**src/rtl/stream_to_ce_pacer_pkg.sv**
```systemverilog
// Shared definitions for the stream-to-CE pacer: occupancy encoding and the
// helper that sizes the inter-pulse gap counter from INTERVAL.
package stream_to_ce_pacer_pkg;

    // Buffer occupancy encoding driven on OCCUPANCY.
    localparam logic [1:0] OCC_EMPTY = 2'd0;
    localparam logic [1:0] OCC_FULL  = 2'd2;

    // Gap counter width: max(1, clog2(interval)); INTERVAL=1 still needs one bit.
    function automatic int unsigned gap_width(input int unsigned interval);
        int unsigned w;
        w = 32'($clog2(interval));
        return (w < 32'd1) ? 32'd1 : w;
    endfunction

endpackage

```
**src/rtl/stream_to_ce_pacer_fifo2.sv**
```systemverilog
// Two-entry circular buffer with 1-bit pointers and a 2-bit occupancy count.
// Ports:
//   clk, rst_n  clock and asynchronous active-low reset
//   push, pop   write wdata at the tail / advance the head
//   wdata       word to store on push
//   rdata       word at the head, always driven
//   count       number of stored words, 0..2
//   full, empty occupancy flags derived from count
module stream_to_ce_pacer_fifo2
    import stream_to_ce_pacer_pkg::*;
#(
    parameter int unsigned WIDTH = 16
) (
    input  logic             clk,
    input  logic             rst_n,
    input  logic             push,
    input  logic             pop,
    input  logic [WIDTH-1:0] wdata,
    output logic [WIDTH-1:0] rdata,
    output logic [1:0]       count,
    output logic             full,
    output logic             empty
);

    logic [WIDTH-1:0] mem [2];
    logic             wr_ptr;
    logic             rd_ptr;

    // Storage, pointers and count; reset clears memory so the head reads zero.
    always_ff @(posedge clk or negedge rst_n) begin
        if (!rst_n) begin
            mem[0] <= '0;
            mem[1] <= '0;
            wr_ptr <= 1'b0;
            rd_ptr <= 1'b0;
            count  <= OCC_EMPTY;
        end else begin
            if (push) begin
                mem[wr_ptr] <= wdata;
                wr_ptr      <= ~wr_ptr;
            end
            if (pop) begin
                rd_ptr <= ~rd_ptr;
            end
            // Simultaneous push and pop leaves count unchanged.
            case ({push, pop})
                2'b10:   count <= count + 2'd1;
                2'b01:   count <= count - 2'd1;
                default: count <= count;
            endcase
        end
    end

    assign rdata = mem[rd_ptr];
    assign full  = (count == OCC_FULL);
    assign empty = (count == OCC_EMPTY);

endmodule

```
**src/rtl/stream_to_ce_pacer.sv**
```systemverilog
// Paces a valid/ready stream into single-cycle CE loads for a downstream
// register, with at least INTERVAL cycles between CE pulses.
// Ports:
//   CLK, ASYNCRESETN  clock and asynchronous active-low reset
//   I_data, I_valid   upstream stream word and its valid
//   I_ready           buffer has room (state only)
//   STALL             suppresses CE issue this cycle, data held
//   O_data            head word, always driven to the register data input
//   O_ce              one-cycle load enable for the register
//   OCCUPANCY         buffered word count, 0..2
module stream_to_ce_pacer
    import stream_to_ce_pacer_pkg::*;
#(
    parameter int unsigned WIDTH    = 16,
    parameter int unsigned INTERVAL = 4
) (
    input  logic             CLK,
    input  logic             ASYNCRESETN,
    input  logic [WIDTH-1:0] I_data,
    input  logic             I_valid,
    output logic             I_ready,
    input  logic             STALL,
    output logic [WIDTH-1:0] O_data,
    output logic             O_ce,
    output logic [1:0]       OCCUPANCY
);

    localparam int unsigned        GAP_W    = gap_width(INTERVAL);
    localparam logic [GAP_W-1:0]   GAP_LOAD = GAP_W'(INTERVAL - 32'd1);

    logic             push;
    logic             full;
    logic             empty;
    logic [GAP_W-1:0] gap;

    // Ready depends only on buffer state, never on STALL or CE.
    assign I_ready = ~full;
    assign push    = I_valid & I_ready;

    // Issue whenever a word is buffered, the spacing has elapsed and no stall.
    assign O_ce = ~empty & (gap == '0) & ~STALL;

    stream_to_ce_pacer_fifo2 #(
        .WIDTH (WIDTH)
    ) u_fifo2 (
        .clk   (CLK),
        .rst_n (ASYNCRESETN),
        .push  (push),
        .pop   (O_ce),
        .wdata (I_data),
        .rdata (O_data),
        .count (OCCUPANCY),
        .full  (full),
        .empty (empty)
    );

    // Spacing counter: reload on issue, count down otherwise (also during STALL).
    always_ff @(posedge CLK or negedge ASYNCRESETN) begin
        if (!ASYNCRESETN) begin
            gap <= '0;
        end else if (O_ce) begin
            gap <= GAP_LOAD;
        end else if (gap != '0) begin
            gap <= gap - GAP_W'(1);
        end
    end

endmodule

```
**config.mk**
```make
export PLATFORM = sky130hd
export DESIGN_NAME = stream_to_ce_pacer
export DESIGN_NICKNAME = d
export VERILOG_FILES = /design/src/rtl/stream_to_ce_pacer_pkg.sv /design/src/rtl/stream_to_ce_pacer_fifo2.sv /design/src/rtl/stream_to_ce_pacer.sv
export SDC_FILE = /design/constraint.sdc
export NUM_CORES = 1
export LEC_CHECK = 0
export CAP_MARGIN = 20
export CELL_PAD_IN_SITES_DETAIL_PLACEMENT = 1
export CELL_PAD_IN_SITES_GLOBAL_PLACEMENT = 2
export CORE_MARGIN = 2
export CORE_UTILIZATION = 36
export DETAILED_ROUTE_END_ITERATION = 7
export PLACE_DENSITY_LB_ADDON = 0.1
export SYNTH_ARGS = -nofsm -noshare
export SYNTH_HDL_FRONTEND = slang
export SYNTH_HIERARCHICAL = 1
export SYNTH_SLANG_ARGS = --single-unit
export TNS_END_PERCENT = 100
```
**constraint.sdc**
```tcl
create_clock -name CLK -period 4.8 [get_ports CLK]
set_clock_uncertainty 0.2 [all_clocks]
set_input_delay 0.96 -clock CLK [delete_from_list [all_inputs] [get_ports CLK]]
set_output_delay 0.96 -clock CLK [all_outputs]
set_load 0.01 [all_outputs]
```
==> impl_metrics.csv <==
group,metric,value,unit
layout,nets,175,
timing,max_freq,277,MHz
place,pre_cts_ws,1170,ps
clocking,clockRootBuffer,"clkbuf_8",
die,start_util,38.0,%
run,maxCapViolCount,0,
layout,final_layout_size_suffix_gt1_share,39.0,%
yosys,synthCells,111,
timing,worst_slack,1190,ps
yosys,postSynthAreaPerCell,15.2,sq um
die,die_y,72.4,um
layout,seqCellArea,951,sq um
worst_setup_path,r2r-end,"u_fifo2/mem[19]",
global_route,overflow,0,
power_and_ir_drop,cellPowerDensity,728,nW/um^2
power_and_ir_drop,peakVddDrop,0.000335,V
worst_setup_path,crit_arrival,2450,ps
yosys,synthesis.nets,133,
worst_setup_path,cp_data_required_time,3640,ps
clocking,cts_setup_buffers,0,
clocking,clock_sinks,38,
timing,post-route-min-period,3610,ps
layout,multi_input_area,688,sq um
hold_path,hold_end,"u_fifo2/mem[10]",
global_route,track_usage,14.8,%
hold_path,hold_start,"u_fifo2/mem[10]",
place,place_congestion,0.639,
timing,final-hold-violation-count,0,
clocking,cts_hold_buf,0,
timing,rsz0062_at_grt,"false",
yosys,seq_area_frac_synth,56.4,%
layout,area_growth,30.2,%
route,drtIter0Drc,28,
die,die_area,5250,sq um
timing,worstMarginPinSlew,839,ps
worst_setup_path,setup.worst_path.start,"STALL",
worst_setup_path,r2r_slack,2670,ps
yosys,synthDistinctLibCells,16,
route,drt-pass1-iter-count,2,
die,ios,40,
timing,setup_viol,0,
worst_setup_path,rr_startpoint,"u_fifo2/count[1]",
yosys,yosysWarningCount,6,
route,wl,3460,um
layout,diodes,0,
hold_path,timing.hold.worst_path_depth,1,
global_route,grt_pass1_vias,1183,
run_status,status,"finished clean",
timing,slew_headroom,44.1,%
place,dpl.hpwl,2360,um
global_route,grt_pass1_wl,5730,um
timing,drv_slew,0,
layout,final_cell_mix,"mux2_2, dfrtp_1, clkdlybuf4s50_1",
power_and_ir_drop,finalPower,1.60,mW
clocking,clock_latency,290,ps
worst_setup_path,crit_type,"input pin to output port",
global_route,grt_max_degree,39,
die,core_area,4440,sq um
yosys,netlist_area,1690,sq um
clocking,htree_levels,2,
worst_setup_path,crit_path_max_fanout,3,
clocking,clk_pin_slew,70,ps
clocking,cts_buffers,5,
route,routed_via_density,4.99,
timing,finalSetupTns,0,ps
die,num_rows,24,
place,port_buffers,39,
worst_setup_path,r2r_cells,5,
clocking,cts_buffer_depth,2,
worst_setup_path,cp-end-kind,"output port",
hold_path,hp-class,"flip-flop to flip-flop",
worst_setup_path,startpoint_type,"input pin",
route,wl_per_cell,16.8,um
clocking,cts_tree,"built",
layout,fillers,447,
power_and_ir_drop,cellLeakagePower,0.923,nW
route,drcViolationCount,0,
clocking,cts_resized,0,
global_route,antenna_found_initial,0,
die,fp.dieW,72.4,um
layout,final_common_cell,"mux2_2",
yosys,ys_ff_latch,38,
route,ant_nets,0,
timing,fin_crit_sh,75.3,%
route,dr_total_vias,1027,
-- Yosys cell counts --
cell,instances,area (sq um)
mux2_4,1,15.0
xor2_1,3,26.3
nor2_1,2,7.51
nand2_2,1,6.26
nor2_4,1,11.3
dfrtp_1,38,951
o21ai_2,1,8.76
inv_1,4,15.0
nor2b_1,2,12.5
nor3b_1,1,7.51
mux2_2,48,541
mux2i_1,1,10.0
buf_2,2,10.0
buf_6,2,22.5
xnor2_1,2,17.5
ha_1,2,25.0
-- sequential cells by signal, indices dropped and copies added, names as in the netlist --
register        cells
u_fifo2/mem        32
gap                 2
u_fifo2/count       2
u_fifo2/rd_ptr      1
u_fifo2/wr_ptr      1
-- critical path, stage by stage --
cell             delay [ps]
clkdlybuf4s50_1         450
nor3b_1                 410
clkdlybuf4s50_1         630
-- metrics by stage --
step | std cells | area (sq um) | hold WS (ps) | util, %
6_report | 206 | 2200 | 305 | 49.4
5_1_grt | 206 | 2200 | 325 | 49.4
4_1_cts | 206 | 2200 | 310 | 49.4
3_5_place_dp | 198 | 2100 | 293 | 47.4
3_3_place_gp | 198 | 2100 | 281 | 47.4
2_1_floorplan | 111 | 1690 | 274 | -
-- routing by layer --
metal / wire length (um) / part of all wire [%] / global-route usage (%)
met5: 0 / 0 / 0
met4: 53 / 1.5 / 5.56
met3: 166 / 4.8 / 4.72
met2: 1790 / 52 / 25.5
met1: 1450 / 42 / 17.2
-- worst max path at each step --
| stage | slack [ps] | cells after the start | to |
|---|---|---|---|
| after floorplan | 2210 | 1 | O_ce |
| after global placement | 1230 | 3 | O_ce |
| after detailed placement | 1170 | 3 | O_ce |
| after CTS | 1170 | 3 | O_ce |
| after global routing | 1090 | 3 | O_ce |
| final | 1190 | 3 | O_ce |
-- logic make-up (layout without fill, tap and decap cells) --
group	Yosys count	count (layout)	share of synthesized area, %
xor gates and xnor gates	5	5	2.60
buffers and inverters	8	51	2.82
AOI/OAI and AO/OA	1	1	0.519
muxes	50	50	33.5
and+or+nand+nor	7	7	2.67
DFF	38	38	56.4
adders and majority gates	2	2	1.48
-- layout make-up --
cell class,count,area share [%]
repair buffers,39,17.5
clock inverters,1,0.228
clock buffers,7,3.93
inverters,4,0.684
well taps,52,2.96
multi-input cells,65,31.3
flip-flops and latches,38,43.3
-- report_power, final --
group,leakage (nW),internal (mW),total [mW],switching (mW)
Combinational,0.429,0.496,0.770,0.274
Clock,0.0482,0.116,0.225,0.109
Sequential,0.446,0.487,0.604,0.117
(Power assumes the default switching activity.)
